**src/rtl/mips_pkg.sv**
```systemverilog
// Shared MIPS pipeline definitions: branch condition encodings, MEM-stage
// access FSM state constants and the register-address width.
package mips_pkg;

    localparam int REG_AW = 5;

    localparam logic [2:0] BR_BEQ  = 3'd0;
    localparam logic [2:0] BR_BNE  = 3'd1;
    localparam logic [2:0] BR_BGEZ = 3'd2;
    localparam logic [2:0] BR_BGTZ = 3'd3;
    localparam logic [2:0] BR_BLEZ = 3'd4;
    localparam logic [2:0] BR_BLTZ = 3'd5;

    typedef logic [0:0] mem_state_t;
    localparam mem_state_t IDLE = 1'b0;
    localparam mem_state_t WAIT = 1'b1;

endpackage

```
**src/rtl/mem_stage_branch_cond.sv**
```systemverilog
// Branch condition evaluator: decides whether the selected MIPS branch
// condition holds, given the ALU zero flag and the result sign bit.
module branch_cond
    import mips_pkg::*;
(
    input  logic [2:0] branch_st,
    input  logic       zero,
    input  logic       sign,
    output logic       taken
);

    always_comb begin
        taken = 1'b0;
        case (branch_st)
            BR_BEQ:  taken = zero;
            BR_BNE:  taken = ~zero;
            BR_BGEZ: taken = ~sign;
            BR_BGTZ: taken = ~sign & ~zero;
            BR_BLEZ: taken = sign | zero;
            BR_BLTZ: taken = sign;
            default: taken = 1'b0;
        endcase
    end

endmodule

```
**src/rtl/mem_stage.sv**
```systemverilog
// MIPS MEM stage: branch resolution, req/ack data-memory port with stall, and
// the MEM/WB register. Optional overflow trap is enabled by MEM_OVF_TRAP_EN.
module mem_stage
    import mips_pkg::*;
#(
    parameter int AW = 32,
    parameter int DW = 32
) (
    input  logic              clk,
    input  logic              rst_n,
    input  logic              MemtoReg_MEM,
    input  logic              MemWrite_MEM,
    input  logic              MemRead_MEM,
    input  logic              Branch_MEM,
    input  logic              RegWrite_MEM,
    input  logic              Zero_MEM,
    input  logic              Overflow_MEM,
    input  logic [2:0]        BranchSt_MEM,
    input  logic [31:0]       ALUOut_MEM,
    input  logic [31:0]       ReadRt_MEM,
    input  logic [31:0]       PCBranch_MEM,
    input  logic [REG_AW-1:0] WriteReg_MEM,
    output logic              dm_req,
    output logic              dm_we,
    output logic [AW-1:0]     dm_addr,
    output logic [DW-1:0]     dm_wdata,
    input  logic              dm_ack,
    input  logic [DW-1:0]     dm_rdata,
    output logic              mem_stall,
    output logic              pc_src,
    output logic [31:0]       pc_branch,
    output logic              flush,
    output logic              MemtoReg_WB,
    output logic              RegWrite_WB,
    output logic [31:0]       ReadData_WB,
    output logic [31:0]       ALUOut_WB,
    output logic [REG_AW-1:0] WriteReg_WB,
    output logic              exc_ovf
);

    logic       acc;
    logic       ovf_trap;
    logic       req_int;
    logic       stall_int;
    logic       cond_true;
    logic       taken;
    mem_state_t state;
    mem_state_t state_nxt;

`ifdef MEM_OVF_TRAP_EN
    assign ovf_trap = Overflow_MEM & RegWrite_MEM;
    assign acc      = (MemRead_MEM | MemWrite_MEM) & ~Overflow_MEM;
`else
    logic ovf_unused;
    assign ovf_unused = Overflow_MEM;
    assign ovf_trap   = 1'b0;
    assign acc        = MemRead_MEM | MemWrite_MEM;
`endif

    branch_cond u_branch_cond (
        .branch_st (BranchSt_MEM),
        .zero      (Zero_MEM),
        .sign      (ALUOut_MEM[31]),
        .taken     (cond_true)
    );

    assign taken     = Branch_MEM & cond_true;
    assign req_int   = (state == WAIT) | acc;
    assign stall_int = req_int & ~dm_ack;

    // Combinational outputs are gated by rst_n so reset drops them at once,
    // including a request abandoned mid-WAIT.
    assign dm_req    = rst_n & req_int;
    assign mem_stall = rst_n & stall_int;
    assign dm_we     = rst_n & MemWrite_MEM;
    assign dm_addr   = rst_n ? ALUOut_MEM[AW-1:0] : '0;
    assign dm_wdata  = rst_n ? DW'(ReadRt_MEM) : '0;
    assign pc_src    = rst_n & taken;
    assign flush     = rst_n & taken;
    assign pc_branch = rst_n ? PCBranch_MEM : 32'd0;

    always_comb begin
        state_nxt = state;
        case (state)
            IDLE:    if (acc && !dm_ack) state_nxt = WAIT;
            WAIT:    if (dm_ack) state_nxt = IDLE;
            default: state_nxt = IDLE;
        endcase
    end

    always_ff @(posedge clk or negedge rst_n) begin
        if (!rst_n) state <= IDLE;
        else        state <= state_nxt;
    end

    // A stalled cycle pushes a bubble into WB so nothing retires twice.
    always_ff @(posedge clk or negedge rst_n) begin
        if (!rst_n) begin
            MemtoReg_WB <= 1'b0;
            RegWrite_WB <= 1'b0;
            ReadData_WB <= 32'd0;
            ALUOut_WB   <= 32'd0;
            WriteReg_WB <= '0;
            exc_ovf     <= 1'b0;
        end else if (stall_int) begin
            MemtoReg_WB <= 1'b0;
            RegWrite_WB <= 1'b0;
            ReadData_WB <= 32'd0;
            ALUOut_WB   <= 32'd0;
            WriteReg_WB <= '0;
            exc_ovf     <= 1'b0;
        end else begin
            MemtoReg_WB <= MemtoReg_MEM;
            RegWrite_WB <= RegWrite_MEM & ~ovf_trap;
            ReadData_WB <= (MemRead_MEM & ~MemWrite_MEM) ? 32'(dm_rdata) : 32'd0;
            ALUOut_WB   <= ALUOut_MEM;
            WriteReg_WB <= WriteReg_MEM;
            exc_ovf     <= ovf_trap;
        end
    end

endmodule

```
**config.mk**
```make
export PLATFORM = sky130hd
export DESIGN_NAME = mem_stage
export DESIGN_NICKNAME = d
export VERILOG_FILES = /design/src/rtl/mips_pkg.sv /design/src/rtl/mem_stage_branch_cond.sv /design/src/rtl/mem_stage.sv
export SDC_FILE = /design/constraint.sdc
export NUM_CORES = 1
export LEC_CHECK = 0
export ABC_AREA = 0
export CORE_AREA = 2 2 125 127
export CTS_CLUSTER_SIZE = 24
export DETAILED_ROUTE_END_ITERATION = 16
export DIE_AREA = 0 0 127 129
export PLACE_DENSITY = 0.66
export SLEW_MARGIN = 5
export SYNTH_ARGS = -nofsm -noshare
export SYNTH_HDL_FRONTEND = slang
export SYNTH_SLANG_ARGS = --single-unit
```
**constraint.sdc**
```tcl
create_clock -name clk -period 2.45 [get_ports clk]
set_clock_uncertainty 0.05 [all_clocks]
set_input_delay 0.3675 -clock clk [delete_from_list [all_inputs] [get_ports clk]]
set_output_delay 0.3675 -clock clk [all_outputs]
set_load 0.01 [all_outputs]
```
# == After elaboration in Yosys (flattened, before gate mapping) ==
# Cells that the tools add are included.
# word_totals
ff_bits,72
output_inout_bits,173
elab_cells,43
# op_classes
n_eq_ne,5
mux,13
bitwise_logic,16
n_reduce_logical,3
# ops
cell,n
$mux 32,6
$and 1x1->1,8
$eq 3x2->1 const B,2
$eq 3x3->1 const B,2
$pmux 1 s6,1
$mux 5,1
$not 1->1,5
$mux 1,4
$eq 3x1->1 const B,1
$logic_not 3->1,1
$or 1x1->1,3
$pmux 1 s2,1
$logic_and 1x1->1,1
$logic_not 1->1,1

# == Logic depth before layout (Yosys ltp) ==
# logic_depth
ltp_word,5
mapped_depth,4
mapped_depth_nobuf,3

# == Cells and area by module ==
# Synthesis repeated with hierarchy kept, for this count alone.
# unflattened
cells_unflattened,279
hier_area_um2,3141.8
# modules_own_cells
mod,n_inst,cells_each,area_per_inst_um2,seq_area_each_um2
mem_stage,1,272,3098.0,1801.7
branch_cond,1,7,43.8,0.0

# == Worst setup path before layout ==
# No wires, ideal clock.
# synth_timing
path_type,input port to output port
from,in ALUOut_MEM[31]
to,out pc_src
t_arrival_ps,1085
t_required_ps,2033
slack_ps,948
path_stages,4
path_cell_list,a22o_1 -> nor3_1 -> o211a_1 -> buf_4
# synth_via
elab_chain_len,5
elab_cells_between_ends,6
cone_classes,mux (1); bitwise (5)
# synth_rtl
element,line,rtl
from (decl),mem_stage.sv:19,"input logic [31:0] ALUOut_MEM,"
$not 1->1,"mem_stage_branch_cond.sv:17, mem_stage_branch_cond.sv:18",
$and 1x1->1,mem_stage_branch_cond.sv:18,BR_BGTZ: taken = ~sign & ~zero;
$pmux 1 s6 *,mem_stage_branch_cond.sv:14,case (branch_st)
$and 1x1->1 *,mem_stage.sv:67,assign taken = Branch_MEM & cond_true;
$and 1x1->1 *,-,
to (decl),mem_stage.sv:30,"output logic pc_src,"
# Every way passes the cells marked *; elsewhere a longest branch is shown, timed or not.

# == Final worst setup path ==
# layout_timing
from,in MemRead_MEM
to,out dm_req
# layout_via
elab_chain_len,3
# layout_rtl
element,line,rtl
from (decl),mem_stage.sv:13,"input logic MemRead_MEM,"
$or 1x1->1,mem_stage.sv:57,assign acc = MemRead_MEM | MemWrite_MEM;
$or 1x1->1,mem_stage.sv:68,assign req_int = (state == WAIT) | acc;
$and 1x1->1,mem_stage.sv:73,assign dm_req = rst_n & req_int;
to (decl),mem_stage.sv:23,"output logic dm_req,"
# Every way passes these cells.

==> results.txt <==
Outcome: complete, no violations
RSZ-0062 raised after global routing: no
# diodes: 0
#FFs+latches synth: 72
Initial DRC Count: 40
Num CTS Buffers: 9
Most common library cells after synthesis: and2_1, dfrtp_1, and2_2, nor2b_1, nor2b_2
Post-synth net total: 419
Share of the synthesized area in the top cell type: 0.580
Number of synthesized flops with an enable pin: 0
Final Hold Fails: 0
Drt via density: 3.91
Worst-Margin Slew: 0.510 ns
Post-layout util: 0.452
CTS Buffer Depth: 2
Post-synthesis instance area: 0.00311 mm^2
Period utilization: 0.906
Hold Buf Count CTS: 0
Congestion Overflow GR: 0
First-pass GRT wire length: 17100 um
Min setup slack post-route: 0.229 ns
Area of the multi-input gates: 0.00121 mm^2
CP Buf/Inv Count: 2
Worst setup SP type: primary input
Leakage: 2.87 nW
Die X: 127 um
Sequential area share after synthesis: 0.580
FF/Latch Area: 0.00180 mm^2
Cells after DPL: 763
CP Capture Point: dm_req
Worst slew margin: 0.660
Core footprint: 0.0150 mm^2
Gate Count Post-Synth: 273
Final Critical Period: 2.22 ns
Pwr Total: 0.00333 W
Pre-antenna DRT Iters: 4
Initial antenna violation count: 0
Yosys top cell by area: dfrtp_1
Max-cap violations: 0
Die height: 129 um
Post-Route Setup TNS: 0 ns
Non-filler instance count after layout: 778
R2R setup slack: 1.18 ns
WP data required: 2.03 ns
Starting Density: 0.207
H-tree depth: 3
Max Fclk: 0.450 GHz
Met1 usage: 0.141
CP peak stage delay: 0.48 ns
P per Cell Area: 491 mW/mm^2
Number of fill cells: 1442
Worst-path maximum fanout: 2
YS warnings: 0
R2r startpoint: state$_DFF_PN0_
CP Class: in -> out
CP dominant cell by count: clkdlybuf4s50_1
Setup Fix Bufs, Post-CTS: 0
Worst EP arrival: 1.80 ns
M2 GR Usage: 0.251
Worst r2r dst: ALUOut_WB[8]$_DFF_PN0_
CTS tree: yes
Clk pin slew, worst setup/hold paths: 0.05 ns
Clk_lat worst skew: 0.32 ns
Post-CTS resize count: 0
Critical Path Sink Type: primary output
Final Wtd Congestion: 0.744
Final WL: 11600 um
Critical path's slowest cell: clkdlybuf4s50_1
Drc violations: 0
Clock sinks: 72
GRT met3 Usage: 0.0557
Slew Limit Fails: 0
Crit-path leading delay family: buffers and inverters
Top-count cell post-synth: and2_1
# nets final: 732
Layout cell share with drive strength beyond 1: 0.112
Ys async rst share: 1.00
Buffers on Ports: 316
Pre-CTS WS: 0.0255 ns
Vias in the first global route: 3208
Syn avg cell area: 11.4 um^2
Gr usage total: 0.136
Peak VDD IR: 0.373 mV
Root buffer cell: clkbuf_16
R2R depth: 4
Top FF cell, synth: dfrtp_1
DR WL/cell: 14.9 um
Synth cell types: 22
Die area: 0.0164 mm^2
Beginning of the critical path: MemRead_MEM
Worst Hold Class: in -> async
Largest net degree at the start of global routing: 68
Antenna Nets Post-Route: 0
Num rows: 45
WP depth: 4
Final setup violation count: 0
Ranking of synthesized cells by area: dfrtp_1, and2_1, and2_2
CP cell instances: clkdlybuf4s50_1 -> nor3_2 -> and2b_1 -> clkdlybuf4s50_1
Layout area overhead: 118%
HPWL after DPL: 9490 um
Via Count: 3045
Io pins: 319
Gr busiest metal: met2
-- sequential cells by signal, summed over array words and instances (netlist names) --
register and flops:
ALUOut_WB 32, WriteReg_WB 5, state 1, ReadData_WB 32, RegWrite_WB 1, MemtoReg_WB 1
-- worst register-to-register path: cells and delay by family, from the launching register on --
| kind | cells | cell delay, ns |
|---|---|---|
| simple gates | 3 | 0.49 |
| flops | 1 | 0.37 |
| buf+inv | 1 | 0.28 |
-- per-stage QoR --
step | area, um^2 | hold WS, ns
2_1_floorplan | 3110 | 0.0219
3_3_place_gp | 6480 | 0.450
3_5_place_dp | 6480 | 0.456
4_1_cts | 6770 | 0.0993
5_1_grt | 6770 | 0.135
6_report | 6770 | 0.100
-- worst min-delay path by stage --
stage	cells after the start	from	endpoint
after floorplan	0	rst_n	ALUOut_WB[0]$_DFF_PN0_
after global placement	2	rst_n	WriteReg_WB[0]$_DFF_PN0_
after detailed placement	2	rst_n	WriteReg_WB[0]$_DFF_PN0_
after CTS	2	rst_n	WriteReg_WB[0]$_DFF_PN0_
after global routing	2	rst_n	WriteReg_WB[0]$_DFF_PN0_
final	2	rst_n	WriteReg_WB[0]$_DFF_PN0_
-- cell families (layout without fill, tap and decap cells) --
kind of cell	after synthesis	count (layout)	synth area share
buffers and inverters	20	337	0.0318
other	1	1	0.00121
AND/OR/NAND/NOR	177	177	0.379
AO/OA/AOI/OAI	3	3	0.00765
flip-flops	72	72	0.580
-- per-layer routing --
layer  vias to the layer above  wire length [um]
li1                       1441                 -
met1                      1413              4120
met2                       177              6110
met3                        14              1190
met4                         0               180
met5                         -                 0
-- power breakdown --
part,internal [W],switching [W]
logic,0.000514,0.000275
registers,0.00124,0.0000153
clock network,0.000809,0.000470
total,0.00257,0.000760
-- layout by cell type, fill, tap and decap left out, drive strengths merged --
| cell | synthesis | layout |
|---|---|---|
| conb | 1 | 1 |
| clkbuf | 13 | 12 |
| a22o | 1 | 1 |
| clkinv | 0 | 1 |
| clkinvlp | 0 | 1 |
| buf | 7 | 7 |
| and3b | 1 | 1 |
| nor2b | 39 | 39 |
| a21oi | 1 | 1 |
| dlymetal6s2s | 0 | 2 |
| and2b | 1 | 1 |
| dfrtp | 72 | 72 |
| bufinv | 0 | 1 |
| and2 | 130 | 130 |
| clkdlybuf4s50 | 0 | 313 |
| nor3 | 2 | 2 |
| nand2 | 1 | 1 |
| nand2b | 1 | 1 |
| nor2 | 2 | 2 |
| o211a | 1 | 1 |
-- cell type report --
type / instances / area share
clock buffer: 12 / 0.0364
clock inverter: 3 / 0.00628
multi-input combinational: 181 / 0.179
sequential: 72 / 0.266
tap: 188 / 0.0347
timing repair buffer: 322 / 0.478
(Power assumes the default switching activity.)
